**src/rtl/apb_pkg.sv**
```systemverilog
// Shared APB definitions: requester FSM states, default bus widths and the
// response bundle returned to the command-port consumer.
package apb_pkg;

  localparam int DEF_ADDR_W = 32;
  localparam int DEF_DATA_W = 8;

  typedef enum logic [1:0] {
    IDLE   = 2'd0,
    SETUP  = 2'd1,
    ACCESS = 2'd2,
    RESP   = 2'd3
  } apb_state_t;

  typedef struct packed {
    logic [DEF_DATA_W-1:0] rdata;
    logic                  err;
    logic                  timeout;
  } apb_rsp_t;

endpackage

```
**src/rtl/apb_master.sv**
```systemverilog
// APB requester: one command at a time through SETUP/ACCESS, with a bounded
// wait counter that aborts transfers whose peripheral never raises pready.
module apb_master
  import apb_pkg::*;
#(
  parameter int ADDR_W  = DEF_ADDR_W,
  parameter int DATA_W  = DEF_DATA_W,
  parameter int TIMEOUT = 16
) (
  input  logic              pclk,
  input  logic              presetn,
  input  logic              cmd_valid,
  output logic              cmd_ready,
  input  logic              cmd_write,
  input  logic [ADDR_W-1:0] cmd_addr,
  input  logic [DATA_W-1:0] cmd_wdata,
  output logic              rsp_valid,
  input  logic              rsp_ready,
  output logic [DATA_W-1:0] rsp_rdata,
  output logic              rsp_err,
  output logic              rsp_timeout,
  output logic [ADDR_W-1:0] paddr,
  output logic              pwrite,
  output logic [DATA_W-1:0] pwdata,
  output logic              psel,
  output logic              penable,
  input  logic [DATA_W-1:0] prdata,
  input  logic              pready,
  input  logic              pslverr
);

  localparam int CNT_W = (TIMEOUT > 0) ? $clog2(TIMEOUT + 1) : 1;
  localparam logic [CNT_W-1:0] CNT_LAST = (TIMEOUT > 0) ? CNT_W'(TIMEOUT - 1) : '0;

  apb_state_t       state_q, state_d;
  logic [CNT_W-1:0] wait_cnt, cnt_d;
  logic             run_q;
  logic             accept;
  logic             done;
  logic             timed_out;

  // run_q keeps cmd_ready low until the first edge after reset release.
  assign cmd_ready = (state_q == IDLE) && presetn && run_q;
  assign accept    = cmd_valid && cmd_ready;

  // NOTE: every always_comb output gets a default first so no path can infer a latch.
  always_comb begin
    state_d   = state_q;
    cnt_d     = wait_cnt;
    done      = 1'b0;
    timed_out = 1'b0;
    unique case (state_q)
      IDLE:   if (accept) state_d = SETUP;
      SETUP: begin
        cnt_d   = '0;
        state_d = ACCESS;
      end
      ACCESS: begin
        if (pready) begin
          done    = 1'b1;
          state_d = RESP;
        end else if ((TIMEOUT != 0) && (wait_cnt == CNT_LAST)) begin
          done      = 1'b1;
          timed_out = 1'b1;
          state_d   = RESP;
        end else if (wait_cnt != '1) begin
          cnt_d = wait_cnt + CNT_W'(1);
        end
      end
      RESP:   if (rsp_ready) state_d = IDLE;
      default: state_d = IDLE;
    endcase
  end

  // NOTE: sequential state uses non-blocking assignments so all flops update together.
  always_ff @(posedge pclk or negedge presetn) begin
    if (!presetn) begin
      state_q  <= IDLE;
      wait_cnt <= '0;
      run_q    <= 1'b0;
    end else begin
      state_q  <= state_d;
      wait_cnt <= cnt_d;
      run_q    <= 1'b1;
    end
  end

  // Bus and response outputs are registered from the next state.
  always_ff @(posedge pclk or negedge presetn) begin
    if (!presetn) begin
      psel        <= 1'b0;
      penable     <= 1'b0;
      rsp_valid   <= 1'b0;
      paddr       <= '0;
      pwrite      <= 1'b0;
      pwdata      <= '0;
      rsp_rdata   <= '0;
      rsp_err     <= 1'b0;
      rsp_timeout <= 1'b0;
    end else begin
      psel      <= (state_d == SETUP) || (state_d == ACCESS);
      penable   <= (state_d == ACCESS);
      rsp_valid <= (state_d == RESP);
      if (accept) begin
        paddr  <= cmd_addr;
        pwrite <= cmd_write;
        pwdata <= cmd_wdata;
      end
      if (done) begin
        rsp_rdata   <= (timed_out || pwrite) ? '0 : prdata;
        rsp_err     <= timed_out || pslverr;
        rsp_timeout <= timed_out;
      end
    end
  end

endmodule

```
**config.mk**
```make
export PLATFORM = sky130hd
export DESIGN_NAME = apb_master
export DESIGN_NICKNAME = d
export VERILOG_FILES = /design/src/rtl/apb_pkg.sv /design/src/rtl/apb_master.sv
export SDC_FILE = /design/constraint.sdc
export NUM_CORES = 1
export LEC_CHECK = 0
export ABC_AREA = 1
export CAP_MARGIN = 10
export CORE_MARGIN = 2
export CORE_UTILIZATION = 38
export DETAILED_ROUTE_END_ITERATION = 6
export GPL_TIMING_DRIVEN = 0
export PLACE_DENSITY = 0.76
export SETUP_SLACK_MARGIN = 0.4
export SLEW_MARGIN = 20
export SYNTH_ARGS = -nofsm -noshare
export SYNTH_HDL_FRONTEND = slang
export SYNTH_SLANG_ARGS = --single-unit
export TNS_END_PERCENT = 100
```
**constraint.sdc**
```tcl
create_clock -name pclk -period 1.9 [get_ports pclk]
set_clock_uncertainty 0.1 [all_clocks]
set_input_delay 0.19 -clock pclk [delete_from_list [all_inputs] [get_ports pclk]]
set_output_delay 0.19 -clock pclk [all_outputs]
set_load 0.005 [all_outputs]
```
==> run metrics <==
starting density of the core=0.397; FF-to-FF setup slack=0.06 ns; Internal=4.20 mW; Crit Path Max Fanout=2; Diodes inserted=0; number of core rows=29; most frequent cells in the layout=104 x nand2_1, 66 x clkdlybuf4s50_1, 61 x dfrtp_1, 54 x nand3_1, 35 x dlymetal6s2s_1; final core occ=0.706; first-pass GRT wire length=11,400 um; switching power=2.01 mW; area of the mapped netlist=2550 sq um; die area=7390 sq um; IO Pins=110; dpl cells=469; Yosys Warn Count=0; Gate power share=0.453; cell count after synthesis=283; vias in the first global route=2,478; flops & latches, synth=62; final WL=7490 um; maximum vdd drop=0.743 mV; share of layout cells above drive strength 1=0.211; Reg-to-Reg End=psel$_DFF_PN0_; post-layout instance area=4540 sq um; slowest cell delay on critical path=0.38 ns; syn_area_per_cell=9.02 sq um; Clock Path Buffers=2; Yosys cell types=21; Highest Clock Rate=543 MHz; DR top layer=met4; clock-pin slew on the worst setup and hold paths=0.06 ns; hpwl dp=4500 um; met2 WL=3800 um; total gr overflow=0; Final nets=500; critical path arrival=2.01 ns; Area Overhead vs Synth=77.7%; Reg2Reg Depth=12; fin crit period=1.84 ns; endpoint type of the worst setup path=flop; PnR Total Power=6.21 mW; CTS Buf Count=9; kind of critical path=flop to flop; MaxCap Viol Count=0; Slew Limit Fails=0; Worst setup SP type=flop; RSZ-0062 raised after global routing=yes; status=completed; DR vias=2,474; Placer Congestion=0.739; Clock power frac=0.187; area of the multi-input gates=1000 sq um; commonest non-fill, non-tap cell in the layout=nand2_1; Worst slew margin=0.428; Net Sw Frac=0.324; layout filler cell count=505; worst-margin pin slew=0.858 ns; GRT Total Usage=0.198; setup tns final=0 ns; part of the Yosys area used for sequential elements=0.608; CTS tree=yes; Post-Layout Cell Count=523; Initial DRT Pass Iterations=4; Avg WL per Cell=14.3 um; Clock Latency Late Sink=0.32 ns; slowest cell on the critical path=dfrtp_1; Core Region=6420 sq um; Metal-1 WL=3140 um; register area=1550 sq um; Final Hold Vio Count=0; ANT nets after route=0; largest net degree at the start of global routing=24; DRC=0; final setup fails=0; power per cell area=1370 nW/um^2; Crit path required time=2.07 ns; Sequential Power Share=0.360; DRT iter0 DRCs=90; Leakage=2.64 nW; CTS sink cnt=62; Syn Nets=342; Die Y=86.0 um; Reg-to-Reg Start=wait_cnt[1]$_DFFE_PN0P_; Hold Crit Class=input port to asynchronous set/reset pin; root buffer cell=clkbuf_8; Die X=86.0 um; vias per inst=4.73; Max H-tree Level=3; period utilization=0.969; DP Area=3770 sq um; crit path cell chain=ha_2 > nand2_2 > nor2_4 > ha_4 > nor2_4 > inv_2 > nand2_4 > buf_6 > nand2_4 > a21oi_2 > ha_1 > inv_1; Met3 Wirelength=474 um; IO buf count=108; number of antenna violations at the first check in global routing=0
[registers in the layout, indices dropped and copies added (netlist names)]
name / flops
rsp_timeout: 1
pwrite: 1
rsp_rdata: 8
pwdata: 8
state_q: 2
run_q: 1
psel: 1
paddr: 32
rsp_err: 1
penable: 1
wait_cnt: 5
rsp_valid: 1
[final cells by class]
class | instances | area share
Buffer | 14 | 0.0215
Clock buffer | 12 | 0.0342
Clock inverter | 4 | 0.00993
Inverter | 12 | 0.0116
Multi-Input combinational cell | 195 | 0.221
Sequential cell | 62 | 0.342
Tap cell | 77 | 0.0212
Timing Repair Buffer | 146 | 0.337
Timing Repair inverter | 1 | 0.00138
[metrics by stage]
stage | hold slack (ns) | worst slack (ns)
2_1_floorplan | -0.206 | 0.0817
3_3_place_gp | 0.354 | -2.68
3_5_place_dp | -0.0148 | -0.421
4_1_cts | 0.147 | 0.131
5_1_grt | 0.104 | -0.0220
6_report | 0.0478 | 0.0597
[logic make-up (layout without fill, tap and decap cells)]
kind of cell / Yosys count / count (layout) / share of synthesized area
adders and majority gates: 4 / 4 / 0.0196
DFF: 62 / 62 / 0.608
buffers and inverters: 26 / 189 / 0.0451
other: 1 / 1 / 0.00147
AOI/OAI and AO/OA: 8 / 8 / 0.0162
and+or+nand+nor: 182 / 182 / 0.310
[worst max-delay path: cells and delay by family (launching register included)]
kind	cells	cell delay (ns)
buffers and inverters	3	0.22
adders and majority gates	3	0.60
DFF	1	0.38
AOI/OAI and AO/OA	1	0.13
and+or+nand+nor	5	0.37
[metal layers]
| layer | up-vias | global-route usage |
|---|---|---|
| met5 | - | 0 |
| met4 | 0 | 0.0563 |
| met3 | 9 | 0.0549 |
| met2 | 76 | 0.334 |
| met1 | 1167 | 0.248 |
| li1 | 1222 | - |
[power groups by stage]
stage | combinational [mW] | clock [mW] | sequential [mW]
after floorplan | 0.806 | 0 | 2.31
after global placement | 2.23 | 0 | 2.28
after detailed placement | 2.30 | 0 | 2.28
after CTS | 2.57 | 1.19 | 2.23
after global routing | 3.09 | 1.25 | 2.30
final | 2.81 | 1.16 | 2.24
[how the worst max path moves through the flow]
stage | end | slack [ns] | startpoint
2_1_floorplan | psel$_DFF_PN0_ | 0.08 | wait_cnt[0]$_DFFE_PN0P_
3_3_place_gp | cmd_ready | -2.68 | presetn
3_5_place_dp | cmd_ready | -0.42 | presetn
4_1_cts | psel$_DFF_PN0_ | 0.13 | wait_cnt[0]$_DFFE_PN0P_
5_1_grt | psel$_DFF_PN0_ | -0.02 | wait_cnt[1]$_DFFE_PN0P_
6_report | psel$_DFF_PN0_ | 0.06 | wait_cnt[1]$_DFFE_PN0P_
[timing repair]
item / in CTS / in global routing
pin swaps: 11 / 6
endpoints found under the setup margin: 65 / 123
hold buffers: 2 / 1
endpoints found under the hold margin: 62 / 22
resized for setup: 40 / 59
cloned: 3 / 0
setup buffers: 17 / 15
[synth_stat cells]
master    count  area, sq um
nand2_1     115          432
nor3_4        1         16.3
ha_1          4         50.1
buf_1         1         3.75
o22ai_1       1         6.26
nand4_1       1         6.26
clkinv_1      1         3.75
buf_2         8         40.0
o21ai_0       6         30.0
nand3_1      55          275
nor2_1        5         18.8
clkbuf_1      4         15.0
dfrtp_1      62         1550
nor2_4        2         22.5
nand2_2       2         12.5
nand3b_1      1         7.51
inv_1        10         37.5
a21oi_1       1         5.00
conb_1        1         3.75
inv_2         1         3.75
buf_6         1         11.3
Power figures use the tool's default switching activity.
==> edit: new RTL, same flow settings <==
`DEF_ADDR_W`: 32 -> 64.
--- a/src/rtl/apb_pkg.sv
+++ b/src/rtl/apb_pkg.sv
@@ -4,3 +4,3 @@
 
-  localparam int DEF_ADDR_W = 32;
+  localparam int DEF_ADDR_W = 64;
   localparam int DEF_DATA_W = 8;
Ports: changed (resized cmd_addr and paddr); port bits go from 110 to 174. No check against the original RTL was run, so the function may have changed too.
==> edit against the original RTL <==
  * Die area is 47% higher
  * Design area grew 40%
  * Routed wire length is 48% higher
  * Critical path depth stayed put
  * Power grew 32%
  * Global-route usage rose by 0.60 points
  * Setup slack got worse by 0.019 ns
  * Sequential cell count rose by 32
  * Worst hold slack improved by 0.22 ns
  * Sequential power rose by 51%
  * Area after synthesis rose by 50%
  * Clock power is 7% higher
==> edit: results (changes against the original RTL) <==
status: "finished clean"  # unchanged
htreeDepth: 3  # unchanged
portBuffers: 173  # was 108
finalNetCount: 726  # was 500
hold_end: "paddr[1]"
slowest_stage: "dfrtp_1"  # unchanged
place_hpwl_um: 7624  # was 4504 um
vias_per_cell: 4.748  # was 4.730
peakVddDrop_v: 0.0005249  # was 0.0007426 V
netlist_top_cells_count: "179 x nand2_1, 94 x dfrtp_1, 87 x nand3_1"  # was 115 x nand2_1, 62 x dfrtp_1, 55 x nand3_1
synthArstFlopShare: 1.000  # unchanged
cpPeakStageDelay_ns: 0.40  # was 0.38 ns
fin_ws_ns: 0.04051  # was 0.05974 ns
netlist_top_cells_area: "dfrtp_1 62%, nand2_1 18%, nand3_1 11%"  # was dfrtp_1 61%, nand2_1 17%, nand3_1 11%
clock_power_mw: 1.24  # was 1.16 mW
power_frac_comb: 0.433  # was 0.453
track_usage: 0.2037  # was 0.1976
leakage_nw: 3.314  # was 2.641 nW
grt_max_degree: 41  # was 24
syn_inst: 421  # was 283
dpl_cell_area_mm2: 0.005774  # was 0.003771 mm2
drt-total-wl_um: 11110  # was 7492 um
seq_area_frac_synth: 0.6152  # was 0.6078
worst_skew_pair.late_latency_ns: 0.36  # was 0.32 ns
grt_pass1_vias: 3578  # was 2478
r2r_start: "wait_cnt[0]"  # was wait_cnt[1]
num_vias: 3670  # was 2474
hold_class: "in2reg"  # was in2async
grt_pass1_wl_um: 17610  # was 11410 um
p_int_mw: 5.340  # was 4.202 mW
path_max_fanout: 2  # unchanged
reg_top3: "paddr x64, pwdata x8, rsp_rdata x8"  # was paddr x32, pwdata x8, rsp_rdata x8
hp-start: "cmd_addr[1]"
syn_nets: 512  # was 342
path_clk_slew_ns: 0.09  # was 0.06 ns
critPathArrivalTime_ns: 2.07  # was 2.01 ns
synth_cell_type_count: 23  # was 21
layout-drive-gt1-share: 0.1438  # was 0.2108
pg_comb_mw: 3.54  # was 2.81 mW
holdWs_ns: 0.2718  # was 0.04782 ns
place_congestion: 0.8016  # was 0.7388
pre_cts_slack_ns: -0.3875  # was -0.4213 ns
drtIter0Drc: 162  # was 90
r2r_cells: 12  # unchanged
fillers: 829  # was 505
worstHoldPathCells: 3
==> edit: changes by cell type after synthesis <==
cell / delta
clkbuf_8: +1
buf_6: -1
nand3_1: +32
nand2_1: +64
buf_4: +6
nand2_4: +1
buf_2: +2
nand2_2: -1
dfrtp_1: +32
clkbuf_1: +2
==> edit: kinds of logic after synthesis <==
family                   Yosys count  share of synthesized area
AND/OR/NAND/NOR                  278                     0.3128
other                              1                  0.0009807
buffers and inverters             36                    0.04712
flip-flops                        94                     0.6152
adder cells (fa/ha/maj)            4                    0.01309
AO/OA/AOI/OAI                      8                    0.01080
==> edit: what timing repair did <==
item	in CTS	in global routing
pin swaps	7	5
gates cloned	2	0
endpoints found under the hold margin	94	0
endpoints found under the setup margin	176	90
hold buffers	4	0
buffers inserted	21	2
gates resized for setup	108	37
==> edit: worst max-delay path by stage <==
stage,from,cells after the start,to
floorplan,wait_cnt[1],12,psel
global placement,presetn,5,cmd_ready
detailed placement,presetn,6,cmd_ready
CTS,wait_cnt[0],12,psel
global route,wait_cnt[1],12,psel
finish,wait_cnt[0],12,psel
==> edit: per-layer routing <==
metal  GRT usage  vias up  routed length [um]
met3     0.05639       17                 811
met5           0        -                   0
li1            -     1783                   -
met4     0.08301        0                 244
met1      0.2428     1736                4558
met2      0.3469      134                5496
==> edit: cell type report <==
| type | instances | area (um2) | area share |
|---|---|---|---|
| clock inverter | 4 | 31.28 | 0.004943 |
| tap | 133 | 166.4 | 0.02630 |
| clock buffer | 12 | 155.1 | 0.02452 |
| multi-input combinational | 291 | 1431 | 0.2262 |
| buffer | 24 | 195.2 | 0.03084 |
| inverter | 12 | 52.55 | 0.008304 |
| timing repair buffer | 202 | 1937 | 0.3061 |
| sequential | 94 | 2354 | 0.3719 |
| timing repair inverter | 1 | 6.256 | 0.0009885 |
